===== src/rtl/led_hex_top.sv =====
// DE-series LED/HEX demo: switches mirrored on LEDR and shown in hex on HEX2..HEX0,
// plus an 8-bit pushbutton-driven register R shown on HEX4..HEX3.
module led_hex_top #(
  parameter int SYNC_STAGES = 2
) (
  input  logic       CLOCK_50,
  input  logic [3:0] KEY,
  input  logic [9:0] SW,
  output logic [6:0] HEX0,
  output logic [6:0] HEX1,
  output logic [6:0] HEX2,
  output logic [6:0] HEX3,
  output logic [6:0] HEX4,
  output logic [6:0] HEX5,
  output logic [9:0] LEDR
);

  localparam logic [6:0] SEG_BLANK = 7'h7F;
  localparam logic [6:0] SEG_ZERO  = 7'h40;

  logic       srst;
  logic [9:0] sw_s1_q, sw_s2_q;
  logic [2:0] key_s1_q, key_s2_q, key_s3_q;
  logic [2:0] hold_q, hold_d;
  logic [2:0] key_evt;
  logic [SYNC_STAGES-1:0] fill_q;
  logic [7:0] r_q, r_d;
  logic [9:0] ledr_q;
  logic [6:0] hex0_q, hex1_q, hex2_q, hex3_q, hex4_q, hex5_q;

  assign srst = KEY[0];

  function automatic logic [6:0] seg7(input logic [3:0] v);
    logic [6:0] s;
    case (v)
      4'h0: s = 7'h40;  4'h1: s = 7'h79;  4'h2: s = 7'h24;  4'h3: s = 7'h30;
      4'h4: s = 7'h19;  4'h5: s = 7'h12;  4'h6: s = 7'h02;  4'h7: s = 7'h78;
      4'h8: s = 7'h00;  4'h9: s = 7'h10;  4'hA: s = 7'h08;  4'hB: s = 7'h03;
      4'hC: s = 7'h46;  4'hD: s = 7'h21;  4'hE: s = 7'h06;  default: s = 7'h0E;
    endcase
    return s;
  endfunction

  // A key seen high at reset stays masked until the synchronized pipeline
  // (refilled after reset) shows it released; otherwise the s2 restart would fire it.
  genvar gi;
  generate
    for (gi = 0; gi < 3; gi++) begin : g_hold
      assign hold_d[gi]  = hold_q[gi] & ~(fill_q[SYNC_STAGES-1] & ~key_s2_q[gi]);
      assign key_evt[gi] = key_s2_q[gi] & ~key_s3_q[gi] & ~hold_q[gi];
    end
  endgenerate

  // Load beats increment, increment beats decrement.
  always_comb begin
    r_d = r_q;
    if (key_evt[0])      r_d = sw_s2_q[7:0];
    else if (key_evt[1]) r_d = r_q + 8'd1;
    else if (key_evt[2]) r_d = r_q - 8'd1;
  end

  always_ff @(posedge CLOCK_50) begin
    if (srst) begin
      sw_s1_q  <= '0;
      sw_s2_q  <= '0;
      key_s1_q <= '0;
      key_s2_q <= '0;
      key_s3_q <= '0;
      hold_q   <= KEY[3:1];
      fill_q   <= '0;
      r_q      <= '0;
      ledr_q   <= '0;
      hex0_q   <= SEG_ZERO;
      hex1_q   <= SEG_ZERO;
      hex2_q   <= SEG_ZERO;
      hex3_q   <= SEG_ZERO;
      hex4_q   <= SEG_ZERO;
      hex5_q   <= SEG_BLANK;
    end else begin
      sw_s1_q  <= SW;
      sw_s2_q  <= sw_s1_q;
      key_s1_q <= KEY[3:1];
      key_s2_q <= key_s1_q;
      key_s3_q <= key_s2_q;
      hold_q   <= hold_d;
      fill_q   <= {fill_q[SYNC_STAGES-2:0], 1'b1};
      r_q      <= r_d;
      ledr_q   <= sw_s2_q;
      hex0_q   <= seg7(sw_s2_q[3:0]);
      hex1_q   <= seg7(sw_s2_q[7:4]);
      hex2_q   <= seg7({2'b00, sw_s2_q[9:8]});
      hex3_q   <= seg7(r_q[3:0]);
      hex4_q   <= seg7(r_q[7:4]);
      hex5_q   <= SEG_BLANK;
    end
  end

  assign LEDR = ledr_q;
  assign HEX0 = hex0_q;
  assign HEX1 = hex1_q;
  assign HEX2 = hex2_q;
  assign HEX3 = hex3_q;
  assign HEX4 = hex4_q;
  assign HEX5 = hex5_q;

endmodule


===== config.mk =====
export PLATFORM = sky130hd
export DESIGN_NAME = led_hex_top
export DESIGN_NICKNAME = d
export VERILOG_FILES = /design/src/rtl/led_hex_top.sv
export SDC_FILE = /design/constraint.sdc
export NUM_CORES = 1
export LEC_CHECK = 0
export CAP_MARGIN = 0
export CELL_PAD_IN_SITES_DETAIL_PLACEMENT = 0
export CELL_PAD_IN_SITES_GLOBAL_PLACEMENT = 1
export CORE_MARGIN = 3
export CORE_UTILIZATION = 39
export CTS_BUF_LIST = sky130_fd_sc_hd__clkbuf_16
export DETAILED_ROUTE_END_ITERATION = 7
export GPL_TIMING_DRIVEN = 0
export PLACE_DENSITY_LB_ADDON = 0.1
export SLEW_MARGIN = 20
export SYNTH_ARGS = -nofsm -noshare
export SYNTH_HDL_FRONTEND = slang
export SYNTH_SLANG_ARGS = --single-unit

===== constraint.sdc =====
create_clock -name CLOCK_50 -period 2.7 [get_ports CLOCK_50]
set_input_delay 0.27 -clock CLOCK_50 [delete_from_list [all_inputs] [get_ports CLOCK_50]]
set_output_delay 0.27 -clock CLOCK_50 [all_outputs]
set_load 0.03 [all_outputs]

### Yosys cells after proc, flatten, opt, wreduce, memory -nomap -nowiden

Memories as Yosys holds them, arrays and structs flattened. A register that Yosys moved wholly into a read port is not among the register bits.
Index checks and enable logic that the tools add are counted.
Widths: inputs -> output; s select.

| word-level totals | value |
|---|---|
| bits in registers | 59 |
| bits in latches | 0 |
| bits in writable memories | 0 |
| bits in read-only memories | 448 |
| input bits | 15 |
| output and inout port bits | 52 |
| logic and storage cells | 52 |
| memories kept | 4 |

| operators by class | value |
|---|---|
| $add $sub $neg | 2 |
| $mul | 0 |
| div/mod/pow operators | 0 |
| order comparisons | 0 |
| equal/unequal tests | 3 |
| shifts and indexed selects | 0 |
| muxes and demuxes | 6 |
| bitwise logic cells | 24 |
| reduce and logical (&&, ||, !) cells | 2 |

Memories:

| name | depth | bits a word | rd ports | clocked after memory_dff | wr ports | line | text |
|---|---|---|---|---|---|---|---|
| (name not given) | 16 | 7 | 1 | 1 | 0 | 35 | `case (v)` |
| (name not given) | 16 | 7 | 1 | 1 | 0 | 35 |  |
| (name not given) | 16 | 7 | 1 | 1 | 0 | 35 |  |
| (name not given) | 16 | 7 | 1 | 1 | 0 | 35 |  |

Operator list:

| cell | number |
|---|---|
| $pmux 7 s4 | 1 |
| $mux 8 | 3 |
| $and 1x1->1 | 12 |
| $not 1->1 | 12 |
| $add 8x1->8 const B | 1 |
| $sub 8x1->8 const B | 1 |
| $eq 2x2->1 const B | 2 |
| $mux 3 | 1 |
| $reduce_bool 3->1 | 1 |
| $eq 2x1->1 const B | 1 |
| $logic_not 2->1 | 1 |
| $mux 1 | 1 |

### Depth between registers and ports, before layout

Gate-level depths: netlist of run 1.

| depth | value |
|---|---|
| depth in word-level cells | 6 |
| mapped depth | 8 |
| mapped depth without buffers | 8 |

### Worst setup path before layout of run 1

No wires, ideal clock.

| path | value |
|---|---|
| kind | register to register |
| from | register key_s3_q[1] |
| to | register r_q[6] |
| library setup time | 0.096 ns |
| data arrival time | 1.998 ns |
| slack | 0.606 ns |
| cell stages (with the launch flop) | 9 |
| buffers on the path | 0 |
| cells stage by stage | dfxtp_1 nor3b_4 inv_1 fa_1 a21o_1 a21oi_1 a21oi_2 mux2i_1 o41ai_2 |

| on the way | value |
|---|---|
| longest elaborated chain between the ends | 5 |
| elaborated cells between the ends (all ways) | 6 |

RTL lines:

| element | line | text |
|---|---|---|
| start: declaration | 23 | `logic [2:0] key_s1_q, key_s2_q, key_s3_q;` |
| start signal: assignment | 84 | `key_s3_q <= key_s2_q;` |
| $not 1->1 * | 50 | `assign key_evt[gi] = key_s2_q[gi] & ~key_s3_q[gi] & ~hold_q[gi];` |
| $and 1x1->1 * (2 in a row) | 50 |  |
| $mux 8 | 58 | `else if (key_evt[1]) r_d = r_q + 8'd1;` |
| $mux 8 | 57 | `if (key_evt[0]) r_d = sw_s2_q[7:0];` |
| end signal: assignment | 87 | `r_q <= r_d;` |
| end: declaration | 27 | `logic [7:0] r_q, r_d;` |

Every way passes the cells marked *; elsewhere a longest branch is shown, timed or not.
A chain may end at the register's enable or synchronous reset.

### Worst setup path in the final report of run 1

| path | value |
|---|---|
| from | register key_s2_q[1] |
| to | register r_q[6] |

| on the way | value |
|---|---|
| longest elaborated chain between the ends | 4 |
| elaborated cells between the ends (all ways) | 5 |

RTL lines:

| element | line | text |
|---|---|---|
| start: declaration | 23 |  |
| start signal: assignment | 83 | `key_s2_q <= key_s1_q;` |
| $and 1x1->1 * (2 in a row) | 50 |  |
| $mux 8 | 58 |  |
| $mux 8 | 57 |  |

Marks and branches as above.

==> key figures, run 1 <==
Setup path
  • Highest net fanout along the worst path: 8
  • Crit path DAT: about 2.6 ns
  • Setup CP Type: flop to flop
  • R2R cell count: 8
  • Worst setup SP type: flop
  • Worst endpoint required time: 2.94 ns
  • Crit path capture type: flop

Global route
  • Antenna violations before repair: 0
  • GRT Resource Usage Total: 15.4%
  • First-pass GRT wire length: 12600 µm
  • Gr ovfl total: 0
  • Number of global-route vias before repair: 2616
  • Largest net degree at the start of global routing: 17

Clock network
  • CTS buffer count: 9
  • Clock Sinks: 85
  • CTS Root Cell: clkbuf_16
  • CTS tree: done
  • Clock Latency Late Sink: roughly 0.33 ns
  • H-Tree Depth: 3
  • Setup bufs post-CTS: 0
  • Clock slew at reported path FFs: 0.07 ns
  • Maximum root-to-sink buffer count: 2
  • Post-cts resize count: 0
  • Cts hold-fix bufs: 0

Timing
  • Post-layout min period: 2.39 ns
  • FMAX: 0.418 GHz
  • Final worst path period share: 88.6%
  • RSZ-0062 raised after global routing: no
  • Setup TNS: 0 ns
  • Count of pins over their slew limit: 0
  • Final hold viol count: 0
  • Slew of the pin with the lowest slew margin: 0.653 ns
  • Skew final: 0.00703 ns
  • Slew headroom: a little under three fifths
  • Final-report setup violation count: 0

Cells and area
  • Final net count: between 500 and 600
  • Most frequent cells in the layout: dfxtp_1 (85), clkdlybuf4s50_1 (58), nor2_1 (39)
  • Area delta synth->final: 29.8%
  • Share of post-route cells with drive strength above 1: 8.69%
  • Leading cell type in the layout, fill and taps excluded: dfxtp_1
  • Ant diodes: 0
  • Final instance area: 0.00474 mm²

Route
  • DRT Pass-1 Iters: 4
  • Met2 wire len: 3410 µm
  • Met1 wire length: 3650 µm
  • Antenna-violating nets left: 0
  • Drt total wl: 7510 µm
  • Number of remaining DRC errors: 0
  • DR vias/cell: between 4 and 5
  • Avg WL per Cell: 12.9 µm
  • Met3 wire length: between 300 and 400 µm
  • Top sig layer: met4
  • Initial DRC count: 132
  • DR vias: 2781

Synthesis
  • Mapped Area: between 0.003 and 0.004 mm²
  • Library cells used by synthesis: 43
  • Synth Instances: 392
  • Yosys warning total: 0
  • Synth top area cells: dfxtp_1 (47%), ha_1 (11%), nor2b_1 (6.3%)
  • Register area share after synthesis: ~47%
  • Synthesized flop and latch total: 85
  • Yosys top cell area share: 46.6%
  • Syn_area_per_cell: 9.32 µm²
  • Area leader, netlist: dfxtp_1

Power and ir drop
  • Peak supply drop: between 0.3 and 0.4 mV
  • Leakage: 1.93 nW
  • Design Power: roughly 3.4 mW
  • Pwr/cell area: 709 mW/mm²

Floorplan
  • Row count: 34
  • Die footprint: approximately 0.011 mm²
  • Core box area: 0.00889 mm²
  • Die W: 103 µm
  • Ports: 67
  • Initial Util: 41.1%
  • Die span in y: just over 100 µm

Place
  • IO buf count: 58
  • Hpwl dp: about 5400 µm
  • Placed cell areas: 0.00439 mm²
  • GP Congestion: 0.866

Job
  • Max_cap viols: 0

Status
  • Status: finished clean

Min path
  • Hold WC Path Type: flop to flop
  • Hold Path Depth: 1
[path summary, 6_finish.rpt]
path | end | from | slack, ns
worst min register to register | HEX2[2] | sw_s2_q[8] | 0.42
worst max-delay path | r_q[6] | key_s2_q[1] | 0.31
worst min-delay path | HEX2[2] | sw_s2_q[8] | 0.42
worst max register to register | r_q[6] | key_s2_q[1] | 0.31
[layout make-up]
| class | instances | area (µm²) |
|---|---|---|
| Sequential cell | 85 | 1700 |
| Tap cell | 108 | 135 |
| Clock inverter | 7 | 126 |
| Fill cell | 795 | 4150 |
| Timing Repair Buffer | 58 | 581 |
| Clock buffer | 9 | 225 |
| Buffer | 29 | 155 |
| Multi-Input combinational cell | 267 | 1760 |
| Inverter | 17 | 63.8 |
[kinds of logic (layout without fill, tap and decap cells)]
| family | count (synthesis) | after routing | share of synthesized area, % |
|---|---|---|---|
| adders and majority gates | 32 | 32 | 11.2 |
| AOI/OAI and AO/OA | 79 | 79 | 14.0 |
| and+or+nand+nor | 134 | 134 | 18.4 |
| buffers and inverters | 46 | 120 | 5.99 |
| xor gates and xnor gates | 7 | 7 | 1.68 |
| DFF | 85 | 85 | 46.6 |
| other | 2 | 8 | 0.206 |
| muxes | 7 | 7 | 2.02 |
[per-stage QoR]
step           hold WS [ns]  utilization (%)  instances  setup slack, ns
6_report              0.424             53.3        580            0.309
2_1_floorplan         0.379                -        398            0.606
3_3_place_gp          0.403             49.4        564            0.312
5_1_grt               0.448             53.3        580           0.0701
4_1_cts               0.425             53.3        580            0.331
3_5_place_dp          0.404             49.4        564            0.350
[state kept, by name, indices dropped and copies added, names as in the netlist, 5 cells and up]
signal   count
HEX0         7
HEX1         7
HEX2         5
HEX3         7
HEX4         7
LEDR        10
r_q          8
sw_s1_q     10
sw_s2_q     10
[metal layers]
metal  track usage, %  vias up
met5                0        -
met4             5.48        0
met3             3.65        6
met2             23.7       67
met1             21.2     1257
li1                 -     1451
[power breakdown]
part           internal [mW]  total [mW]  leakage [nW]  switching, mW
registers               1.33        1.37         0.698         0.0445
clock network          0.917        1.43         0.169          0.518
logic                  0.241       0.554          1.06          0.313
total                   2.49        3.36          1.93          0.875
[synth_stat cells (all sizes together)]
cell type   n
clkbuf     10
nor3        1
nor2       39
xnor2       4
a21oi      25
a311oi      7
nand3b      1
or3b        2
fa          1
xor2        3
ha         31
and3        1
a32oi       2
a211oi     11
a31oi       3
a31o        1
nor4        1
nand2b      5
conb        2
mux2        3
buf        19
inv        16
nor2b      37
or3         1
nor3b       2
o22a        1
nand2      37
clkinv      1
a221o       1
nand3       5
o41ai       1
o21a        1
o211ai      3
mux2i       4
dfxtp      85
and4        2
o21ai      19
a21o        4
[critical path: stages (launching register included)]
cell     delay (ns)
dfxtp_1        0.36
nor3b_4        0.29
inv_1          0.23
fa_1           0.47
a21o_1         0.18
a21oi_1        0.26
a21oi_2        0.10
mux2i_1        0.14
o41ai_2        0.26
Note: power is estimated with default switching activity, not from simulation.
==> inputs of run 2 (changes only) <==
- CAP_MARGIN: 0 -> 20
- CORE_UTILIZATION: 39 -> 41
- CTS_BUF_LIST: sky130_fd_sc_hd__clkbuf_16 -> sky130_fd_sc_hd__clkbuf_4 sky130_fd_sc_hd__clkbuf_8
==> run 2 against run 1 <==
  * Clock skew increased by 0.0049 ns
  * Fmax decreased by 0.79%
  * Routed wire length increased by 1.0%
  * Total power decreased by 17%
  * Final area decreased by 3.5%
  * Global-route usage increased by 0.85 points
  * Critical endpoint unchanged
  * Largest power group is now sequential cells
  * Highest routed layer unchanged
==> key figures, run 2 (same netlist as run 1, synthesis figures left out) <==
Global route
  • Antenna violations before repair: 0 (unchanged)
  • GRT Resource Usage Total: 16.2% (+0.85 points)
  • Largest net degree at the start of global routing: 18 (+1)
  • First-pass GRT wire length: 12900 µm (+2.0%)
  • Number of global-route vias before repair: 2700 (+3.2%)
  • Gr ovfl total: 0 (unchanged)

Floorplan
  • Ports: 67 (unchanged)
  • Die footprint: 0.0101 mm² (-4.6%)
  • Core box area: 0.00842 mm² (-5.3%)
  • Row count: 33 (-2.9%)
  • Die W: 100 µm (-2.3%)
  • Die span in y: 100 µm (-2.3%)
  • Initial Util: 43.4% (+2.3 points)

Place
  • Hpwl dp: 5410 µm (+0.91%)
  • IO buf count: 58 (unchanged)
  • GP Congestion: 0.854 (-1.4%)

Setup path
  • Worst endpoint required time: 2.96 ns (+0.02 ns)
  • Setup CP Type: flop to flop
  • Crit path capture type: flop
  • Worst r2r dst: r_q[6]
  • R2R cell count: 8 (unchanged)
  • Reg2reg start: key_s2_q[1]
  • Crit path launch: key_s2_q[1]
  • R2r setup slk: 0.29 ns (-0.02 ns)
  • Highest net fanout along the worst path: 8 (unchanged)
  • Worst setup SP type: flop
  • Crit path DAT: 2.67 ns (+0.04 ns)

Timing
  • Final hold slack: 0.417 ns (-0.00633 ns)
  • Slew headroom: 53.8% (-2.7 points)
  • Count of pins over their slew limit: 0 (unchanged)
  • Skew final: 0.0119 ns (+0.00491 ns)
  • Final-report setup violation count: 0 (unchanged)
  • RSZ-0062 raised after global routing: no
  • Final hold viol count: 0 (unchanged)
  • Post-layout min period: 2.41 ns (+0.0189 ns)
  • Slew of the pin with the lowest slew margin: 0.693 ns (+0.0398 ns)
  • FMAX: 0.415 GHz (-0.79%)
  • Final worst path period share: 89.3% (+0.70 points)
  • Setup TNS: 0 ns (unchanged)

Cells and area
  • Area delta synth->final: 25.3%
  • Final net count: 514 (unchanged)
  • Ant diodes: 0 (unchanged)
  • Share of post-route cells with drive strength above 1: 8.69% (unchanged)
  • Leading cell type in the layout, fill and taps excluded: dfxtp_1
  • Most frequent cells in the layout: dfxtp_1 (85), clkdlybuf4s50_1 (58), nor2_1 (39)

Route
  • Antenna-violating nets left: 0 (unchanged)
  • DR vias: 2797 (+0.58%)
  • Initial DRC count: 103 (-22%)
  • Number of remaining DRC errors: 0 (unchanged)
  • DR vias/cell: 4.85 (+1.1%)
  • DRT Pass-1 Iters: 4 (unchanged)
  • Drt total wl: 7590 µm (+1.0%)
  • Avg WL per Cell: 13.1 µm (+1.6%)

Power and ir drop
  • Sequential power share: 48.9% (+8.1 points)
  • Internal: 1.93 mW (-22%)
  • Leakage: 1.85 nW (-3.8%)
  • Sw power: 0.876 mW (+0.11%)
  • Clock power share: 31.2% (-12 points)
  • Peak supply drop: 0.276 mV (-29%)
  • Switching part of the total: 31.3% (+5.2 points)
  • Pwr/cell area: 612 mW/mm² (-14%)
  • Logic pwr share: 19.9% (+3.4 points)

Clock network
  • Setup bufs post-CTS: 0 (unchanged)
  • CTS buffer count: 9 (unchanged)
  • Clock Sinks: 85 (unchanged)
  • Cts hold-fix bufs: 0 (unchanged)
  • Maximum root-to-sink buffer count: 2 (unchanged)
  • H-Tree Depth: 3 (unchanged)
  • Post-cts resize count: 0 (unchanged)
  • CTS Root Cell: clkbuf_8
  • CTS tree: done
  • Clock slew at reported path FFs: 0.09 ns (+0.02 ns)
  • Clock Latency Late Sink: 0.35 ns (+0.02 ns)

Status
  • Status: finished clean

Min path
  • Hold Path Depth: 1 (unchanged)
  • End of the worst hold path: HEX2[2]
  • Hold WC Path Type: flop to flop
  • Min-delay src: sw_s2_q[8]

Job
  • Max_cap viols: 0 (unchanged)
-- run 2: power groups by stage --
stage / Combinational [mW] / Clock [mW] / Sequential [mW]
global placement: 0.551 / 0 / 1.40
global route: 0.619 / 0.965 / 1.38
detailed placement: 0.554 / 0 / 1.40
CTS: 0.558 / 0.910 / 1.37
finish: 0.557 / 0.875 / 1.37
floorplan: 0.314 / 0 / 1.47
-- run 2: final cells by class --
class                           count  area, µm²
Timing Repair Buffer               58        581
Tap cell                          105        131
Multi-Input combinational cell    267       1760
Inverter                           17       63.8
Clock inverter                      7       65.1
Clock buffer                        9        124
Buffer                             29        155
Sequential cell                    85       1700
Fill cell                         810       3850
-- run 2: layer usage --
| metal | global-route usage, % | share of wire, % | wire (µm) |
|---|---|---|---|
| met1 | 22.0 | 47 | 3530 |
| met2 | 25.2 | 46 | 3520 |
| met3 | 2.85 | 4.7 | 358 |
| met4 | 7.46 | 2.3 | 176 |
| met5 | 0 | 0 | 0 |
-- run 2: how the worst max path moves through the flow --
| stage | to | slack [ns] | cells after the start |
|---|---|---|---|
| 5_1_grt | r_q[6] | 0.15 | 8 |
| 3_5_place_dp | r_q[6] | 0.33 | 8 |
| 4_1_cts | r_q[6] | 0.28 | 8 |
| 2_1_floorplan | r_q[6] | 0.61 | 8 |
| 3_3_place_gp | r_q[6] | 0.32 | 8 |
| 6_report | r_q[6] | 0.29 | 8 |
-- run 2: stage by stage --
step / power [mW] / cells / setup slack, ns / utilization, % / instance area, µm²
2_1_floorplan: 1.78 / 398 / 0.606 / - / 3680
3_3_place_gp: 1.95 / 561 / 0.316 / 52.1 / 4390
3_5_place_dp: 1.96 / 561 / 0.333 / 52.1 / 4390
4_1_cts: 2.84 / 577 / 0.282 / 54.3 / 4580
5_1_grt: 2.97 / 577 / 0.150 / 54.3 / 4580
6_report: 2.80 / 577 / 0.290 / 54.3 / 4580
-- run 2: worst max-delay path, stage by stage (launching register included) --
cell and delay [ns]:
dfxtp_1 0.36, nor3b_4 0.28, inv_1 0.24, fa_1 0.48
a21o_1 0.18, a21oi_1 0.25, a21oi_2 0.10, mux2i_1 0.14
o41ai_2 0.28
